--- src/rtl/adder_rr_scheduler.sv ---
// Round-robin scheduler that time-shares one combinational adder between
// NUM_REQ requesters. One operation is in flight at a time: a requester is
// granted in IDLE, its operands drive the adder during CALC, and the tagged
// sum is held in RESP until the consumer takes it.
module adder_rr_scheduler #(
   parameter int NUM_REQ = 4,
   parameter int WIDTH   = 8,
   parameter int ID_W    = $clog2(NUM_REQ)
) (
   input  logic                     clk,
   input  logic                     rst,
   input  logic [NUM_REQ-1:0]       req_valid,
   output logic [NUM_REQ-1:0]       req_ready,
   input  logic [NUM_REQ*WIDTH-1:0] req_a,
   input  logic [NUM_REQ*WIDTH-1:0] req_b,
   output logic [WIDTH-1:0]         add_a,
   output logic [WIDTH-1:0]         add_b,
   input  logic [WIDTH:0]           add_sum,
   output logic                     rsp_valid,
   input  logic                     rsp_ready,
   output logic [WIDTH:0]           rsp_sum,
   output logic [ID_W-1:0]          rsp_id
);

   typedef enum logic [1:0] {IDLE, CALC, RESP} state_t;

   state_t              state_reg, state_next;
   logic [ID_W-1:0]     rr_ptr_reg;
   logic [ID_W-1:0]     grant_id_reg;
   logic [WIDTH-1:0]    add_a_reg, add_b_reg;
   logic                rsp_valid_reg;
   logic [WIDTH:0]      rsp_sum_reg;
   logic [ID_W-1:0]     rsp_id_reg;

   logic [WIDTH-1:0]    op_a [NUM_REQ];
   logic [WIDTH-1:0]    op_b [NUM_REQ];
   logic [ID_W-1:0]     cand_id [NUM_REQ];
   logic                gnt_found;
   logic [ID_W-1:0]     gnt_id;

   // Unpack operands and build the scan order starting at the pointer.
   generate
      for (genvar gi = 0; gi < NUM_REQ; gi++) begin : g_slice
         assign op_a[gi]    = req_a[gi*WIDTH +: WIDTH];
         assign op_b[gi]    = req_b[gi*WIDTH +: WIDTH];
         assign cand_id[gi] = ID_W'((int'(rr_ptr_reg) + gi) % NUM_REQ);
      end
   endgenerate

   // Arbiter: the first valid candidate in scan order wins (walk backwards
   // so the lowest offset overrides).
   always_comb begin
      gnt_found = 1'b0;
      gnt_id    = '0;
      for (int k = NUM_REQ - 1; k >= 0; k--) begin
         if (req_valid[cand_id[k]]) begin
            gnt_found = 1'b1;
            gnt_id    = cand_id[k];
         end
      end
   end

   // Next-state and accept strobe; no accept is offered while in reset.
   always_comb begin
      state_next = state_reg;
      req_ready  = '0;
      unique case (state_reg)
         IDLE: begin
            if (gnt_found && !rst) begin
               req_ready[gnt_id] = 1'b1;
               state_next        = CALC;
            end
         end
         CALC: state_next = RESP;
         RESP: begin
            if (rsp_ready) begin
               state_next = IDLE;
            end
         end
         default: state_next = IDLE;
      endcase
   end

   // State, operand, response and pointer registers.
   always_ff @(posedge clk) begin
      if (rst) begin
         state_reg     <= IDLE;
         rr_ptr_reg    <= '0;
         grant_id_reg  <= '0;
         add_a_reg     <= '0;
         add_b_reg     <= '0;
         rsp_valid_reg <= 1'b0;
         rsp_sum_reg   <= '0;
         rsp_id_reg    <= '0;
      end else begin
         state_reg <= state_next;
         if (state_reg == IDLE && gnt_found) begin
            add_a_reg    <= op_a[gnt_id];
            add_b_reg    <= op_b[gnt_id];
            grant_id_reg <= gnt_id;
         end
         if (state_reg == CALC) begin
            rsp_sum_reg   <= add_sum;
            rsp_id_reg    <= grant_id_reg;
            rsp_valid_reg <= 1'b1;
         end
         if (state_reg == RESP && rsp_ready) begin
            rsp_valid_reg <= 1'b0;
            rr_ptr_reg    <= (grant_id_reg == ID_W'(NUM_REQ - 1)) ? '0
                                                                  : grant_id_reg + ID_W'(1);
         end
      end
   end

   assign add_a     = add_a_reg;
   assign add_b     = add_b_reg;
   assign rsp_valid = rsp_valid_reg;
   assign rsp_sum   = rsp_sum_reg;
   assign rsp_id    = rsp_id_reg;

endmodule

--- config.mk ---
export PLATFORM = sky130hd
export DESIGN_NAME = adder_rr_scheduler
export DESIGN_NICKNAME = d
export VERILOG_FILES = /design/src/rtl/adder_rr_scheduler.sv
export SDC_FILE = /design/constraint.sdc
export NUM_CORES = 1
export LEC_CHECK = 0
export ABC_CLOCK_PERIOD_IN_PS = 3500
export BUFFER_PORTS_ARGS = -buffer_cell sky130_fd_sc_hd__buf_2
export CELL_PAD_IN_SITES_DETAIL_PLACEMENT = 1
export CELL_PAD_IN_SITES_GLOBAL_PLACEMENT = 1
export CORE_MARGIN = 10
export CORE_UTILIZATION = 32
export DETAILED_ROUTE_END_ITERATION = 10
export PLACE_DENSITY_LB_ADDON = 0.15
export SKIP_CTS_REPAIR_TIMING = 1
export SLEW_MARGIN = 20
export SYNTH_ARGS = -nofsm -noshare
export SYNTH_HDL_FRONTEND = slang
export SYNTH_SLANG_ARGS = --single-unit
export TNS_END_PERCENT = 5
--- constraint.sdc ---
create_clock -name clk -period 3.5 [get_ports clk]
set_clock_uncertainty 0.05 [all_clocks]
set_input_delay 0.175 -clock clk [delete_from_list [all_inputs] [get_ports clk]]
set_output_delay 0.175 -clock clk [all_outputs]
set_load 0.03 [all_outputs]
; ---- Word level (Yosys, flattened, before mapping)
; Cells that the tools add are included.
[classes]
addsub = 4
multipliers = 0
n_div = 0
magnitude_cmp = 7
eq_ne = 5
shifts = 0
n_mux = 30
bitwise = 1
reduce_logical = 8
[ops]
columns = op, n
row1 = 8-bit binary-select mux with 2-bit select, 2
row2 = 8-bit two-way mux, 4
row3 = 2-bit by 3-bit less-than comparator with 1-bit output (second input constant), 5
row4 = 2-bit two-way mux, 7
row5 = 1-bit two-way mux, 9
row6 = 1-bit binary-select mux with 2-bit select, 4
row7 = 4-bit two-way mux, 2
row8 = 2-bit one-hot mux with 3 select lines, 1
row9 = 2-bit by 1-bit adder with 2-bit output (second input constant), 2
row10 = 2-bit adder (second input constant), 2
row11 = 2-bit equality test (second input constant), 2
row12 = 1-bit logical AND, 4
row13 = 2-bit != test (second input constant), 2
row14 = 3-bit greater-or-equal comparator (second input constant), 1
row15 = 2-bit NOT with 3-bit output, 1
row16 = 1-bit demux with 2-bit select, 1
row17 = 2-bit by 1-bit equality test with 1-bit output (second input constant), 1
row18 = 2-bit by 1-bit greater-or-equal comparator with 1-bit output (second input constant), 1
row19 = 2-bit logical NOT, 1
row20 = 2-bit AND reduction, 1
row21 = 2-bit OR reduction, 1
row22 = 1-bit logical NOT, 1
[word_totals]
regBits = 34
latch_bits = 0
ram_bits = 0
rom_bits = 0
in_bits = 80
mem_count = 0

; ---- Longest topological paths before layout
; Gate-level depths: netlist of run 1.
[depth]
word_depth = 13
ltp_mapped = 7
depth_no_buf = 5

; ---- Worst setup path after synthesis of run 1
; No wires, ideal clock.
[synth_timing]
path_type = reg-to-output
startpoint = register rr_ptr_reg[1]
endpoint = output req_ready[0]
arrival_ns = 1.589
setup_slack_ns = 1.686
stages_incl_launch_ff = 6
path_cell_list = dfxtp_1 nand2_1 a311oi_2 o21ai_2 buf_2 nor2_1
[synth_between]
elab_chain_len = 13
word_cells_on_any_way = 27
cone_classes = 3 x add/sub / 2 x order compare / 20 x mux / 2 x reduce/logical
[synth_rtl]
columns = item, line_no
row1 = start: declaration, 28  ; logic [ID_W-1:0] rr_ptr_reg;
row2 = start signal: assignment, 109  ; rr_ptr_reg <= (grant_id_reg == ID_W'(NUM_REQ - 1)) ? '0
row3 = 2-bit adder, 46  ; assign cand_id[gi] = ID_W'((int'(rr_ptr_reg) + gi) % NUM_REQ);
row4 = 1-bit binary-select mux with 2-bit select, 56  ; if (req_valid[cand_id[k]]) begin
row5 = 1-bit two-way mux (not written as such), 56
row6 = 2-bit two-way mux (4 in a row), 56
row7 = 2-bit by 3-bit less-than comparator with 1-bit output (not written as such) / 2-bit by 1-bit greater-or-equal comparator with 1-bit output (equally long branches), 70  ; req_ready[gnt_id] = 1'b1;
row8 = 1-bit logical AND (not written as such), 70
row9 = 1-bit two-way mux (not written as such), 70
row10 = 1-bit demux with 2-bit select, 70
row11 = 4-bit two-way mux (*), 69  ; if (gnt_found && !rst) begin
row12 = 4-bit two-way mux (*), 67  ; unique case (state_reg)
row13 = end: declaration, 13  ; output logic [NUM_REQ-1:0] req_ready,
; Mark *: on every way between the ends. The rest lies on a longest branch, timed or not. The select of a mux whose other input is x is not followed.

; ---- Worst setup path after layout of run 1
; Same ends and word-level chain as after synthesis.

==> results.json, run 1 <==
{
  "status": "finished clean",
  "final_cell_mix": "111 x buf_2, 38 x nand2_1, 34 x dfxtp_1",
  "postSynthNetCount": 303,
  "floorplan.initialDensity": 0.337,
  "first_global_vias": 2225,
  "synth.largest_area_cell": "dfxtp_1",
  "io_buffer_count": 111,
  "critical_path_peak_fanout": 15,
  "grt_setup_unrepaired": "false",
  "globalplace.congestion": 0.785,
  "cts_tree": "yes",
  "ys_ff_latch": 34,
  "detail_route.first_pass.iterations": 4,
  "grt_use_met2": 0.260,
  "hold_path_class": "in -> reg",
  "wire_length_of_the_first_global_routing_pass_um": 11800,
  "synth_cells": 222,
  "globalRouteMet3Util": 0.0532,
  "drv_slew": 0,
  "power.clock.fraction": 0.286,
  "post_detailed_route_drc_marker_count": 0,
  "design.core.area_um2": 5610,
  "htree_num_levels": 2,
  "antenna_found_initial": 0,
  "core.rowCount": 27,
  "switchingPower_mw": 0.376,
  "p_per_area_nw_per_um2": 424,
  "synthTopCellsByArea": "dfxtp_1 36%, mux2i_1 11%, nand2_1 7.5%",
  "postPlaceCellArea_um2": 2460,
  "power.total_mw": 1.08,
  "p_sw_frac": 0.347,
  "path_class": "reg -> out",
  "max_slew_margin": 0.278,
  "numCtsBuffers": 5,
  "nFillCells": 734,
  "detailedRoute.firstIterationViolations": 36,
  "detail_route.wl_per_cell_um": 17.9,
  "final_antenna_net_count": 0,
  "cellLeakagePower_nw": 1.22,
  "power_frac_seq": 0.413,
  "synth_area_per_cell_um2": 8.52,
  "period_minus_slack_ns": 2.55,
  "ff2ff_path_depth": 5,
  "critical_path_arrival_ns": 2.33,
  "min_path_cells": 3,
  "place_hpwl_um": 5630,
  "worst_slack_ns": 0.948,
  "die-area_um2": 9390,
  "clockBufferDepth": 2,
  "setup.worst_path.end_class": "output port",
  "logic_pwr_share": 0.300,
  "die-height_um": 96.9,
  "post-route-util": 0.455,
  "hold_viol": 0,
  "die_width_um": 96.9,
  "largest_register_ff_count": 9,
  "tightestPinTransition_ns": 1.08,
  "io_pins": 112,
  "drive_gt1_frac": 0.397,
  "met1_usage": 0.169,
  "maximum_number_of_pins_on_one_net_before_global_route_repair": 23,
  "post-place-ws_ns": 1.10,
  "cap_violations": 0,
  "layout.cells.non_filler": 397,
  "setup_viol": 0,
  "via_count": 2065,
  "intPower_mw": 0.706,
  "top_usage_layer": "met2",
  "placed_instances": 389,
  "drt_wl_total_um": 7120,
  "area_growth_pct": 34.9,
  "critPathLaunchType": "flip-flop",
  "vdd.ir_drop.worst_mv": 0.178,
  "clk_pin_slew_worst_paths_ns": 0.07,
  "detail_route.vias_per_cell": 5.20,
  "clock.fmax_ghz": 0.392,
  "cell_area_after_technology_mapping_um2": 1890,
  "final.setup.tns_ns": 0,
  "hold_slack_ns": 0.0766,
  "yosysWarnings": 0,
  "layout.cells.most_common": "buf_2",
  "cts_root_buffer": "clkbuf_8",
  "post-synth-top-area-fraction": 0.360,
  "final.period_utilization": 0.729,
  "timing.critical_path.required_ns": 3.27,
  "synth.lib_cells_used.distinct": 37,
  "insertion_delay_ns": 0.29,
  "finish.instance_area_um2": 2550,
  "grt.total_usage": 0.149,
  "finalNetCount": 405,
  "cts_num_sinks": 34,
  "antenna_cells": 0,
  "grt_overflow_total": 0,
  "synth-seq-area-share": 0.360
}
-- cells by family (layout without fill, tap and decap cells) --
family          after synthesis  after routing  synth area share
compound gates               63             63             0.235
buf+inv                      18            121            0.0469
flops                        34             34             0.360
simple gates                 84             84             0.234
mux                          22             22             0.117
fa+ha+maj                     1              1           0.00661
-- power by group through the flow --
stage	registers [mW]	logic, mW	clock network, mW
CTS	0.448	0.331	0.322
global route	0.453	0.360	0.334
floorplan	0.524	0.148	0
detailed placement	0.457	0.331	0
finish	0.447	0.325	0.310
global placement	0.455	0.327	0
-- path summary, 6_finish.rpt --
path                                   start                 endpoint  slack (ns)
setup reg to reg  rr_ptr_reg[1]$_SDFFE_PP0P_    add_a[7]$_SDFFE_PP0P_        1.10
setup / recovery  rr_ptr_reg[1]$_SDFFE_PP0P_             req_ready[0]        0.95
hold reg to reg      rsp_sum[5]$_SDFFE_PP0N_  rsp_sum[5]$_SDFFE_PP0N_        0.41
hold / removal                    add_sum[3]  rsp_sum[3]$_SDFFE_PP0N_        0.08
-- synth_stat cells, drive strengths merged --
master  count
clkbuf      6
a311oi      1
a21oi      16
or3         1
nor2       12
or3b        1
nand2b      3
inv         1
nand3b      3
nor2b       2
mux2i      21
o21ai       2
o211ai     13
o31ai      14
a21o       14
o221ai      2
dfxtp      34
nand4      14
nor4        3
mux2        1
nand2      39
a221o       1
and2b       1
nor3        2
ha          1
nand3       1
or2         2
buf        11
-- critical path, stage by stage (launching register included) --
cell and delay, ns:
dfxtp_1 0.42, nand2_1 0.14, nor2_1 0.83, nor3_1 0.26
nor2_1 0.17, buf_2 0.22
-- layer usage --
layer	routed length, µm	vias up
li1	-	1024
met4	68	0
met3	549	7
met5	0	-
met1	2980	959
met2	3520	75
-- final cells by class --
class / instances / area [µm²] / area share
clock buffers: 7 / 86.3 / 0.0338
clock inverters: 1 / 5.00 / 0.00196
flip-flops and latches: 34 / 681 / 0.267
well taps: 72 / 90.1 / 0.0353
repair buffers: 112 / 563 / 0.221
inverters: 1 / 3.75 / 0.00147
multi-input cells: 170 / 1120 / 0.440
Power figures use the tool's default switching activity.
==> run 2: changes to the inputs <==
- ABC_CLOCK_PERIOD_IN_PS: 3500 -> 2420
- CORE_UTILIZATION: 32 -> 30
- clock period: 3.5 -> 2.42 ns (I/O delays scaled with it)
==> run 2 against run 1 <==
Compared with the run above:
- sequential share of layout area fell by 0.45 points
- die area rose by 5.3%
- largest cell class unchanged
- critical path depth did not move
- via count fell by 1.4%
- sequential cell count did not move
- first-iteration DRC count rose by 78%
- global-route usage fell by 0.80 points
- sequential power rose by 45%
- design area rose by 1.7%
- largest power group unchanged
==> results.json, run 2 (synthesized netlist as in run 1, its figures left out) <==
{
  "critPathLaunch": "rr_ptr_reg[1]$_SDFFE_PP0P_",
  "die-height_um": 99.4,
  "timing.critical_path.required_ns": 2.25,
  "final_antenna_net_count": 0,
  "cap_violations": 0,
  "cts_tree": "yes",
  "hold_slack_ns": 0.0181,
  "clockBufferDepth": 2,
  "crit_path_top_delay_cell": "nor3_1",
  "htree_num_levels": 2,
  "globalplace.congestion": 0.726,
  "first_global_vias": 2234,
  "placed_instances": 397,
  "cts_root_buffer": "clkbuf_8",
  "area_growth_pct": 37.2,
  "grt_overflow_total": 0,
  "worstReg2RegStart": "rr_ptr_reg[1]$_SDFFE_PP0P_",
  "setup_viol": 0,
  "logic_pwr_share": 0.305,
  "reg2reg_to": "add_a[7]$_SDFFE_PP0P_",
  "antenna_cells": 0,
  "worstPathCellList": "mux2i_1 > nor2_2 > nor3_1 > nor2_1 > buf_2",
  "post_detailed_route_drc_marker_count": 0,
  "grt_setup_unrepaired": "false",
  "power.total_mw": 1.57,
  "cellLeakagePower_nw": 1.24,
  "numCtsBuffers": 5,
  "via_count": 2036,
  "insertion_delay_ns": 0.28,
  "finalNetCount": 410,
  "critical_path_arrival_ns": 2.02,
  "status": "finished clean",
  "io_buffer_count": 111,
  "die-area_um2": 9880,
  "switchingPower_mw": 0.545,
  "layout.cells.non_filler": 405,
  "floorplan.initialDensity": 0.314,
  "p_sw_frac": 0.347,
  "grt.total_usage": 0.141,
  "drive_gt1_frac": 0.409,
  "hold_path_class": "in -> reg",
  "post-route-util": 0.431,
  "vdd.ir_drop.worst_mv": 0.267,
  "worst_path_largest_cell_delay_ns": 0.54,
  "path_class": "reg -> out",
  "detailedRoute.firstIterationViolations": 64,
  "critical_path_peak_fanout": 15,
  "drv_slew": 0,
  "antenna_found_initial": 0,
  "cts_num_sinks": 34,
  "ff2ff_path_depth": 5,
  "clk_pin_slew_worst_paths_ns": 0.07,
  "setup.worst_path.end_class": "output port",
  "die_width_um": 99.4,
  "detail_route.first_pass.iterations": 4,
  "design.core.area_um2": 6030,
  "intPower_mw": 1.03,
  "wire_length_of_the_first_global_routing_pass_um": 11500,
  "largest_register_ff_count": 9,
  "core.rowCount": 28,
  "power_frac_seq": 0.412,
  "place_hpwl_um": 5710,
  "layout.cells.most_common": "buf_2",
  "power.clock.fraction": 0.282,
  "detail_route.vias_per_cell": 5.03,
  "clock.fmax_ghz": 0.456,
  "final.setup.tns_ns": 0,
  "period_minus_slack_ns": 2.19,
  "io_pins": 112,
  "p_per_area_nw_per_um2": 606,
  "drt_wl_total_um": 7220,
  "detail_route.wl_per_cell_um": 17.8,
  "hold_viol": 0,
  "final.period_utilization": 0.905,
  "holdCritStartpoint": "add_sum[3]",
  "critical_path.endpoint": "req_ready[2]",
  "tightestPinTransition_ns": 0.706,
  "final_cell_mix": "111 x buf_2, 38 x nand2_1, 34 x dfxtp_1",
  "register_to_register_setup_slack_ns": 0.50,
  "max_slew_margin": 0.530,
  "critPathLaunchType": "flip-flop",
  "maximum_number_of_pins_on_one_net_before_global_route_repair": 23
}
run 2: cell count changes in the layout (fill, tap and decap cells not counted), sizes merged:
| cell | change |
|---|---|
| buf | +5 |
run 2: worst min-delay path by stage:
stage | endpoint | slack [ns] | cells after the start
2_1_floorplan | state_reg[0]$_SDFFE_PP0P_ | 0.16 | 1
3_3_place_gp | rsp_sum[3]$_SDFFE_PP0N_ | 0.31 | 3
3_5_place_dp | rsp_sum[3]$_SDFFE_PP0N_ | 0.32 | 3
4_1_cts | rsp_sum[3]$_SDFFE_PP0N_ | 0.01 | 3
5_1_grt | rsp_sum[2]$_SDFFE_PP0N_ | 0.03 | 3
6_report | rsp_sum[3]$_SDFFE_PP0N_ | 0.02 | 3
run 2: stage by stage:
stage               instance area [µm²]  setup WS [ns]
floorplan                          1890          0.660
global route                       2590         0.0688
finish                             2590          0.229
global placement                   2500          0.425
CTS                                2590         0.0147
detailed placement                 2500          0.326
run 2: power groups by stage:
stage | Sequential [mW] | Combinational [mW] | Clock (mW)
2_1_floorplan | 0.757 | 0.215 | 0
3_5_place_dp | 0.661 | 0.489 | 0
5_1_grt | 0.657 | 0.528 | 0.486
4_1_cts | 0.649 | 0.489 | 0.460
6_report | 0.648 | 0.480 | 0.444
3_3_place_gp | 0.660 | 0.481 | 0
run 2: layer usage:
metal  GRT usage  wire (µm)  vias up
li1            -          -     1030
met1       0.164       3090      919
met2       0.229       3300       80
met3      0.0623        760        7
met4      0.0408         76        0
met5           0          0        -
run 2: layout make-up:
class | count | area (µm²)
multi-input combinational | 170 | 1120
tap | 75 | 93.8
clock buffer | 7 | 86.3
sequential | 34 | 681
timing repair buffer | 117 | 601
clock inverter | 1 | 5.00
fill | 784 | 3430
inverter | 1 | 3.75
run 2: worst max-delay path, delay by kind of cell (launching register included):
family / cells / cell delay [ns]
flip-flops: 1 / 0.40
multiplexers: 1 / 0.29
buffers and inverters: 1 / 0.20
AND/OR/NAND/NOR: 3 / 0.84
